$ cat config.mk
export PLATFORM = sky130hd
export DESIGN_NAME = uart_rx_word_packer
export DESIGN_NICKNAME = d
export VERILOG_FILES = /design/src/rtl/uart_pkg.sv /design/src/rtl/uart_sat_counter.sv /design/src/rtl/uart_rx_word_packer.sv
export SDC_FILE = /design/constraint.sdc
export NUM_CORES = 1
export LEC_CHECK = 0
export CAP_MARGIN = 20
export CORE_ASPECT_RATIO = 0.9
export CORE_MARGIN = 8
export CORE_UTILIZATION = 35
export DETAILED_ROUTE_END_ITERATION = 6
export PLACE_DENSITY_LB_ADDON = 0.05
export SLEW_MARGIN = 20
export SYNTH_ARGS = -nofsm -noshare
export SYNTH_HDL_FRONTEND = slang
export SYNTH_SLANG_ARGS = --single-unit
$ cat constraint.sdc
create_clock -name clk_i -period 1.7 [get_ports clk_i]
set_input_delay 0.51 -clock clk_i [delete_from_list [all_inputs] [get_ports clk_i]]
set_output_delay 0.51 -clock clk_i [all_outputs]
set_load 0.03 [all_outputs]
$ cat src/rtl/uart_pkg.sv
// Shared types and constants for the UART receive/transmit datapath.
//   uart_packer_state_e   : receive word packer FSM states
//   uart_err_cnt_width_gp : width of the saturating error counters
package uart_pkg;

  typedef enum logic [0:0] {
    e_fill,
    e_stall
  } uart_packer_state_e;

  localparam int unsigned uart_err_cnt_width_gp = 8;

endpackage

$ cat src/rtl/uart_sat_counter.sv
// Saturating up-counter with synchronous clear; clear has priority over increment.
//   clk_i, reset_n_i : clock, asynchronous active-low reset
//   inc_i            : count up by one (held at all-ones once saturated)
//   clear_i          : synchronous clear to zero
//   count_o          : current count
module uart_sat_counter #(
  parameter int unsigned width_p = 8
) (
  input  logic               clk_i,
  input  logic               reset_n_i,
  input  logic               inc_i,
  input  logic               clear_i,
  output logic [width_p-1:0] count_o
);

  logic [width_p-1:0] count_q, count_d;

  always_comb begin
    count_d = count_q;
    if (clear_i) begin
      count_d = '0;
    end else if (inc_i && (count_q != '1)) begin
      count_d = count_q + 1'b1;
    end
  end

  always_ff @(posedge clk_i or negedge reset_n_i) begin
    if (!reset_n_i) begin
      count_q <= '0;
    end else begin
      count_q <= count_d;
    end
  end

  assign count_o = count_q;

endmodule

$ cat src/rtl/uart_rx_word_packer.sv
// Packs received UART characters into words of word_bytes_p characters and offers them on a
// ready/valid interface. The receiver cannot be stalled, so characters arriving while a full
// word is held back are dropped (sticky overflow_o), and receive errors flush the partial word
// (counted in err_cnt_o).
// Optional: define UART_RX_PACKER_TIMEOUT_EN to flush a partial word after timeout_cycles_p
// idle cycles.
//   clk_i, reset_n_i       : clock, asynchronous active-low reset
//   rx_v_i, rx_i           : received character strobe and data
//   rx_error_i             : receive error pulse (applies to the same or next character)
//   clear_i                : clears overflow_o and err_cnt_o
//   word_v_o, word_o       : output word valid / data (first character in the low lane)
//   word_ready_i           : consumer ready
//   overflow_o             : sticky dropped-character flag
//   err_cnt_o              : saturating count of flushed partial words
module uart_rx_word_packer
  import uart_pkg::*;
#(
  parameter int unsigned data_bits_p      = 8,
  parameter int unsigned word_bytes_p     = 4,
  parameter int unsigned timeout_cycles_p = 1048576
) (
  input  logic                                  clk_i,
  input  logic                                  reset_n_i,
  input  logic                                  rx_v_i,
  input  logic [data_bits_p-1:0]                rx_i,
  input  logic                                  rx_error_i,
  input  logic                                  clear_i,
  output logic                                  word_v_o,
  output logic [data_bits_p*word_bytes_p-1:0]   word_o,
  input  logic                                  word_ready_i,
  output logic                                  overflow_o,
  output logic [uart_err_cnt_width_gp-1:0]      err_cnt_o
);

  localparam int unsigned WordW = data_bits_p * word_bytes_p;
  localparam int unsigned CntW  = $clog2(word_bytes_p + 1);

  if (data_bits_p < 5 || data_bits_p > 9 || word_bytes_p < 1 || timeout_cycles_p < 1)
  begin : g_bad_params
    $error("uart_rx_word_packer: unsupported parameter values");
  end

  uart_packer_state_e state_q, state_d;
  logic [WordW-1:0]   asm_q, asm_d;
  logic [CntW-1:0]    byte_cnt_q, byte_cnt_d;
  logic               err_pend_q, err_pend_d;
  logic [WordW-1:0]   out_q, out_d;
  logic               out_v_q, out_v_d;
  logic               overflow_q, overflow_d;
  logic               drain, char_err, ovf_event, err_inc;
  logic               tmo_hit;

`ifdef UART_RX_PACKER_TIMEOUT_EN
  localparam int unsigned TmoW = (timeout_cycles_p > 1) ? $clog2(timeout_cycles_p) : 1;

  logic            tmo_run;
  logic [TmoW-1:0] tmo_q, tmo_d;

  assign tmo_run = (state_q == e_fill) && (byte_cnt_q != '0);
  assign tmo_hit = tmo_run && (tmo_q == TmoW'(timeout_cycles_p - 1));
  // Restart on every character, on expiry, and whenever no partial word is pending.
  assign tmo_d   = (!tmo_run || tmo_hit || rx_v_i) ? '0 : tmo_q + 1'b1;

  always_ff @(posedge clk_i or negedge reset_n_i) begin
    if (!reset_n_i) begin
      tmo_q <= '0;
    end else begin
      tmo_q <= tmo_d;
    end
  end
`else
  assign tmo_hit = 1'b0;
`endif

  assign drain    = out_v_q & word_ready_i;
  assign char_err = rx_v_i & (err_pend_q | rx_error_i);

  always_comb begin
    state_d    = state_q;
    asm_d      = asm_q;
    byte_cnt_d = byte_cnt_q;
    err_pend_d = err_pend_q;
    out_d      = out_q;
    out_v_d    = out_v_q;
    ovf_event  = 1'b0;
    err_inc    = 1'b0;

    if (drain) begin
      out_v_d = 1'b0;
    end
    // An error pulse without a character marks the next character.
    if (rx_error_i && !rx_v_i) begin
      err_pend_d = 1'b1;
    end
    // Timeout flush happens first so a same-cycle character starts a fresh word.
    if (tmo_hit) begin
      asm_d      = '0;
      byte_cnt_d = '0;
      err_inc    = 1'b1;
    end

    unique case (state_q)
      e_fill: begin
        if (rx_v_i) begin
          err_pend_d = 1'b0;
          if (char_err) begin
            asm_d      = '0;
            byte_cnt_d = '0;
            err_inc    = 1'b1;
          end else begin
            for (int k = 0; k < int'(word_bytes_p); k++) begin
              if (byte_cnt_d == CntW'(k)) begin
                asm_d[k*data_bits_p +: data_bits_p] = rx_i;
              end
            end
            if (byte_cnt_d == CntW'(word_bytes_p - 1)) begin
              if (!out_v_q || drain) begin
                out_d      = asm_d;
                out_v_d    = 1'b1;
                asm_d      = '0;
                byte_cnt_d = '0;
              end else begin
                state_d    = e_stall;
                byte_cnt_d = CntW'(word_bytes_p);
              end
            end else begin
              byte_cnt_d = byte_cnt_d + 1'b1;
            end
          end
        end
      end
      e_stall: begin
        if (rx_v_i) begin
          ovf_event  = 1'b1;
          err_pend_d = 1'b0;
        end
        if (drain) begin
          out_d      = asm_q;
          out_v_d    = 1'b1;
          asm_d      = '0;
          byte_cnt_d = '0;
          state_d    = e_fill;
        end
      end
      default: state_d = e_fill;
    endcase
  end

  // A new overflow event beats a same-cycle clear.
  assign overflow_d = ovf_event ? 1'b1 : (clear_i ? 1'b0 : overflow_q);

  always_ff @(posedge clk_i or negedge reset_n_i) begin
    if (!reset_n_i) begin
      state_q    <= e_fill;
      asm_q      <= '0;
      byte_cnt_q <= '0;
      err_pend_q <= 1'b0;
      out_q      <= '0;
      out_v_q    <= 1'b0;
      overflow_q <= 1'b0;
    end else begin
      state_q    <= state_d;
      asm_q      <= asm_d;
      byte_cnt_q <= byte_cnt_d;
      err_pend_q <= err_pend_d;
      out_q      <= out_d;
      out_v_q    <= out_v_d;
      overflow_q <= overflow_d;
    end
  end

  uart_sat_counter #(
    .width_p (uart_err_cnt_width_gp)
  ) u_err_cnt (
    .clk_i     (clk_i),
    .reset_n_i (reset_n_i),
    .inc_i     (err_inc),
    .clear_i   (clear_i),
    .count_o   (err_cnt_o)
  );

  assign word_v_o   = out_v_q;
  assign word_o     = out_q;
  assign overflow_o = overflow_q;

endmodule

==> summary.md <==
| Metric | Value |
|---|---|
| Die area | `14,300 um^2` |
| Critical path, cell by cell | `or4b_4 -> nor2_4 -> o21ai_4 -> buf_12 -> buf_12 -> mux2_4` |
| Row count | `36` |
| Via Count | `roughly 2,600` |
| Setup Skew | `between 7 and 8 ps` |
| CP Max Fanout | `6` |
| Largest net degree at the start of global routing | `38` |
| CTS Buf Count | `9` |
| Commonest non-fill, non-tap cell in the layout | `dfrtp_1` |
| Worst rel slew slack | `roughly 72%` |
| Flop pwr share | `a little over two fifths` |
| DRC Markers | `0` |
| Critical path's most frequent cell | `buf_12` |
| Die W | `125 um` |
| Pwr/cell area | `about 870 nW/um^2` |
| H-tree level count | `3` |
| CP delay by family, top | `simple AND/OR/NAND/NOR gates` |
| Syn. warnings | `0` |
| Final setup viols | `64` |
| Syn_nets | `approximately 290` |
| Worst-path clk slew | `roughly 60 ps` |
| Final Util | `between 50% and 60%` |
| Max cap viols | `0` |
| Hold/Removal Path Class | `primary input to async pin` |
| Int Power | `approximately 3.5 mW` |
| Design area | `5420 um^2` |
| # IOs | `56` |
| Register area share after synthesis | `a little over half` |
| Least-Margin Pin Slew | `~410 ps` |
| Detailed-placement wirelength estimate | `~6300 um` |
| Clock tree root buffer cell | `clkbuf_16` |
| Finished Layout Cells | `540` |
| DR iter-0 viols | `between 70 and 80` |
| NumNets Final | `around 420` |
| Post-synthesis instance total | `~280` |
| Post-Syn Area | `approximately 3800 um^2` |
| Max frequency | `~530 MHz` |
| Die H | `~110 um` |
| Number of global-route vias before repair | `2,866` |
| First-pass GRT wire length | `15,400 um` |
| Fin worst setup slack | `-170 ps` |
| Worst skew pair latency | `around 340 ps` |
| Layout area overhead | `44.4%` |
| Via/cell ratio | `4.86` |
| Cts hold-fix bufs | `0` |
| Final Cycle Share | `110%` |
| Clock power share | `roughly two fifths` |
| Cell variety after synth | `40` |
| Area used by multi-input combinational logic | `1750 um^2` |
| Net Sw Power | `roughly 1.2 mW` |
| Slowest-stage cell, CP | `or4b_4` |
| DRT Pass-1 Iters | `4` |
| Capturing element type of the critical path | `register` |
| Sw Share | `~25%` |
| Max-slew violations | `0` |
| Failing checks | `setup timing` |
| CTS tree | `yes` |
| Leading area contributor after synthesis | `dfrtp_1` |
| CORE AREA | `approximately 11,000 um^2` |
| Combinational fraction of design power | `roughly 16%` |
| Worst Path Arrival | `roughly 2100 ps` |
| CP Data Required Time | `1920 ps` |
| Worst Path Buf+Inv | `2` |
| Initial antenna violation count | `0` |
| #FFs+latches synth | `between 70 and 80` |
| P_leak | `approximately 2.8 nW` |
| CP peak stage delay | `between 500 and 600 ps` |
| Total wire length | `9410 um` |
| Fin crit period | `between 1500 and 2000 ps` |
| Crit Path Class | `register to register` |
| Share of post-route cells with drive strength above 1 | `44.5%` |
| Hold Vio Cnt, Final | `0` |
| Placed instance area | `4890 um^2` |
| Syn avg cell area | `13.6 um^2` |
| Clk sink count | `between 70 and 80` |
| Placed Cells | `between 500 and 600` |
| CP startpoint kind | `register` |
| Avg WL per Cell | `around 17 um` |
| # fillers | `~970` |
| Worst-case clock buffer depth | `2` |
| Yosys top cell area share | `approximately 53%` |
| Starting density of the core | `a little over a third` |
| Status | `finished with violations` |
| GP Congestion | `just over 0.7` |
| DRT antenna net count | `0` |
| Most frequent cells in the layout | `dfrtp_1 (79), buf_4 (58), dlygate4sd2_1 (37)` |
| All-Layer GR Usage | `~14%` |
| FF+latch area | `around 2000 um^2` |
| Unrepaired setup endpoints after global routing | `true` |
| Grt ovf | `0` |
| Largest cells by area after synthesis | `dfrtp_1 (53%), mux2_4 (12%), mux2_2 (10%), a22o_1 (7.2%), ha_1 (1.7%)` |
| Antenna Cells | `0` |
| # port buffers | `55` |
| VDD IR max | `around 0.50 mV` |
-- worst reg2reg max path, cell delays in order, from the launching register on --
cell	delay, ps
dfrtp_1	410
or4b_4	530
nor2_4	140
o21ai_4	100
buf_12	150
buf_12	140
mux2_4	290
-- metal layers --
layer / global-route usage (%) / part of all wire [%] / wire, um
met5: 0 / 0 / 0
met4: 3.65 / 0.50 / 47
met3: 5.49 / 4.9 / 463
met2: 21.3 / 45 / 4230
met1: 17.9 / 50 / 4670
-- power groups by stage --
| stage | registers [mW] | clock network, mW | logic (mW) |
|---|---|---|---|
| floorplan | 2.14 | 0 | 0.297 |
| global placement | 2.05 | 0 | 0.776 |
| detailed placement | 2.05 | 0 | 0.777 |
| CTS | 2.02 | 2.03 | 0.771 |
| global route | 2.02 | 2.10 | 0.838 |
| finish | 2.02 | 1.95 | 0.773 |
-- cell usage after synthesis, drive strengths merged --
master    n
a211oi    2
a21o      1
a21oi     7
a22o     31
a32o      1
and2      7
and2b     1
and3      1
and4b     1
buf      10
clkbuf    1
dfrtp    79
ha        5
inv       4
mux2     64
mux2i     1
nand2     8
nand3     5
nand4     1
nor2     10
nor2b     6
nor3b     1
nor4b     1
o2111ai   1
o211ai    1
o21ai    14
o31ai     1
or2       1
or2b      2
or3       3
or4       1
or4b      1
xor2      2
-- timing repair --
item | 4_1_cts | 5_1_grt
setup endpoints to repair | 112 | 74
resized for setup | 62 | 24
cloned | 3 | 1
endpoints found under the hold margin | 0 | 0
setup buffers | 10 | 4
pin swaps | 29 | 11
-- cell families (layout without fill, tap and decap cells) --
group | Yosys count | count (layout) | share of synthesized area (%)
flops | 79 | 79 | 52.7
xor+xnor | 2 | 2 | 0.467
compound gates | 59 | 59 | 12.0
fa+ha+maj | 5 | 5 | 1.67
mux | 65 | 65 | 22.5
buf+inv | 15 | 147 | 2.80
simple gates | 50 | 50 | 7.97
-- cell type report --
class	instances	share of cell area, %
sequential	79	36.5
multi-input combinational	181	32.3
timing repair buffer	127	22.3
clock buffer	11	4.48
tap	133	3.07
clock inverter	5	1.06
inverter	4	0.277
-- sequential cells by signal, indices dropped and copies added (netlist names) --
| signal | count |
|---|---|
| u_err_cnt.count_o | 8 |
| state_q | 1 |
| word_o | 32 |
| overflow_o | 1 |
| byte_cnt_q | 3 |
| asm_q | 32 |
| word_v_o | 1 |
| err_pend_q | 1 |
-- worst paths after layout --
path	depth (start not counted)	slack, ps	startpoint	endpoint
min in group clk_i	1	490	asm_q[7]	asm_q[7]
worst min-delay path	1	70	reset_n_i	word_o[25]
worst max-delay path	6	-170	state_q	word_o[19]
max in group asynchronous	2	1120	reset_n_i	asm_q[22]
worst min register to register	1	490	asm_q[7]	asm_q[7]
worst max register to register	6	-170	state_q	word_o[19]
-- stage by stage --
step                setup slack, ps  setup TNS, ps  hold slack, ps  power (mW)
finish                         -170          -6970            65.8        4.73
detailed placement             -681         -43880             443        2.82
floorplan                      -146          -4380             214        2.44
global route                   -217         -11310            76.6        4.96
global placement               -693         -43500             437        2.83
CTS                            -246         -10320            68.8        4.81
Note: power is estimated with default switching activity, not from simulation.
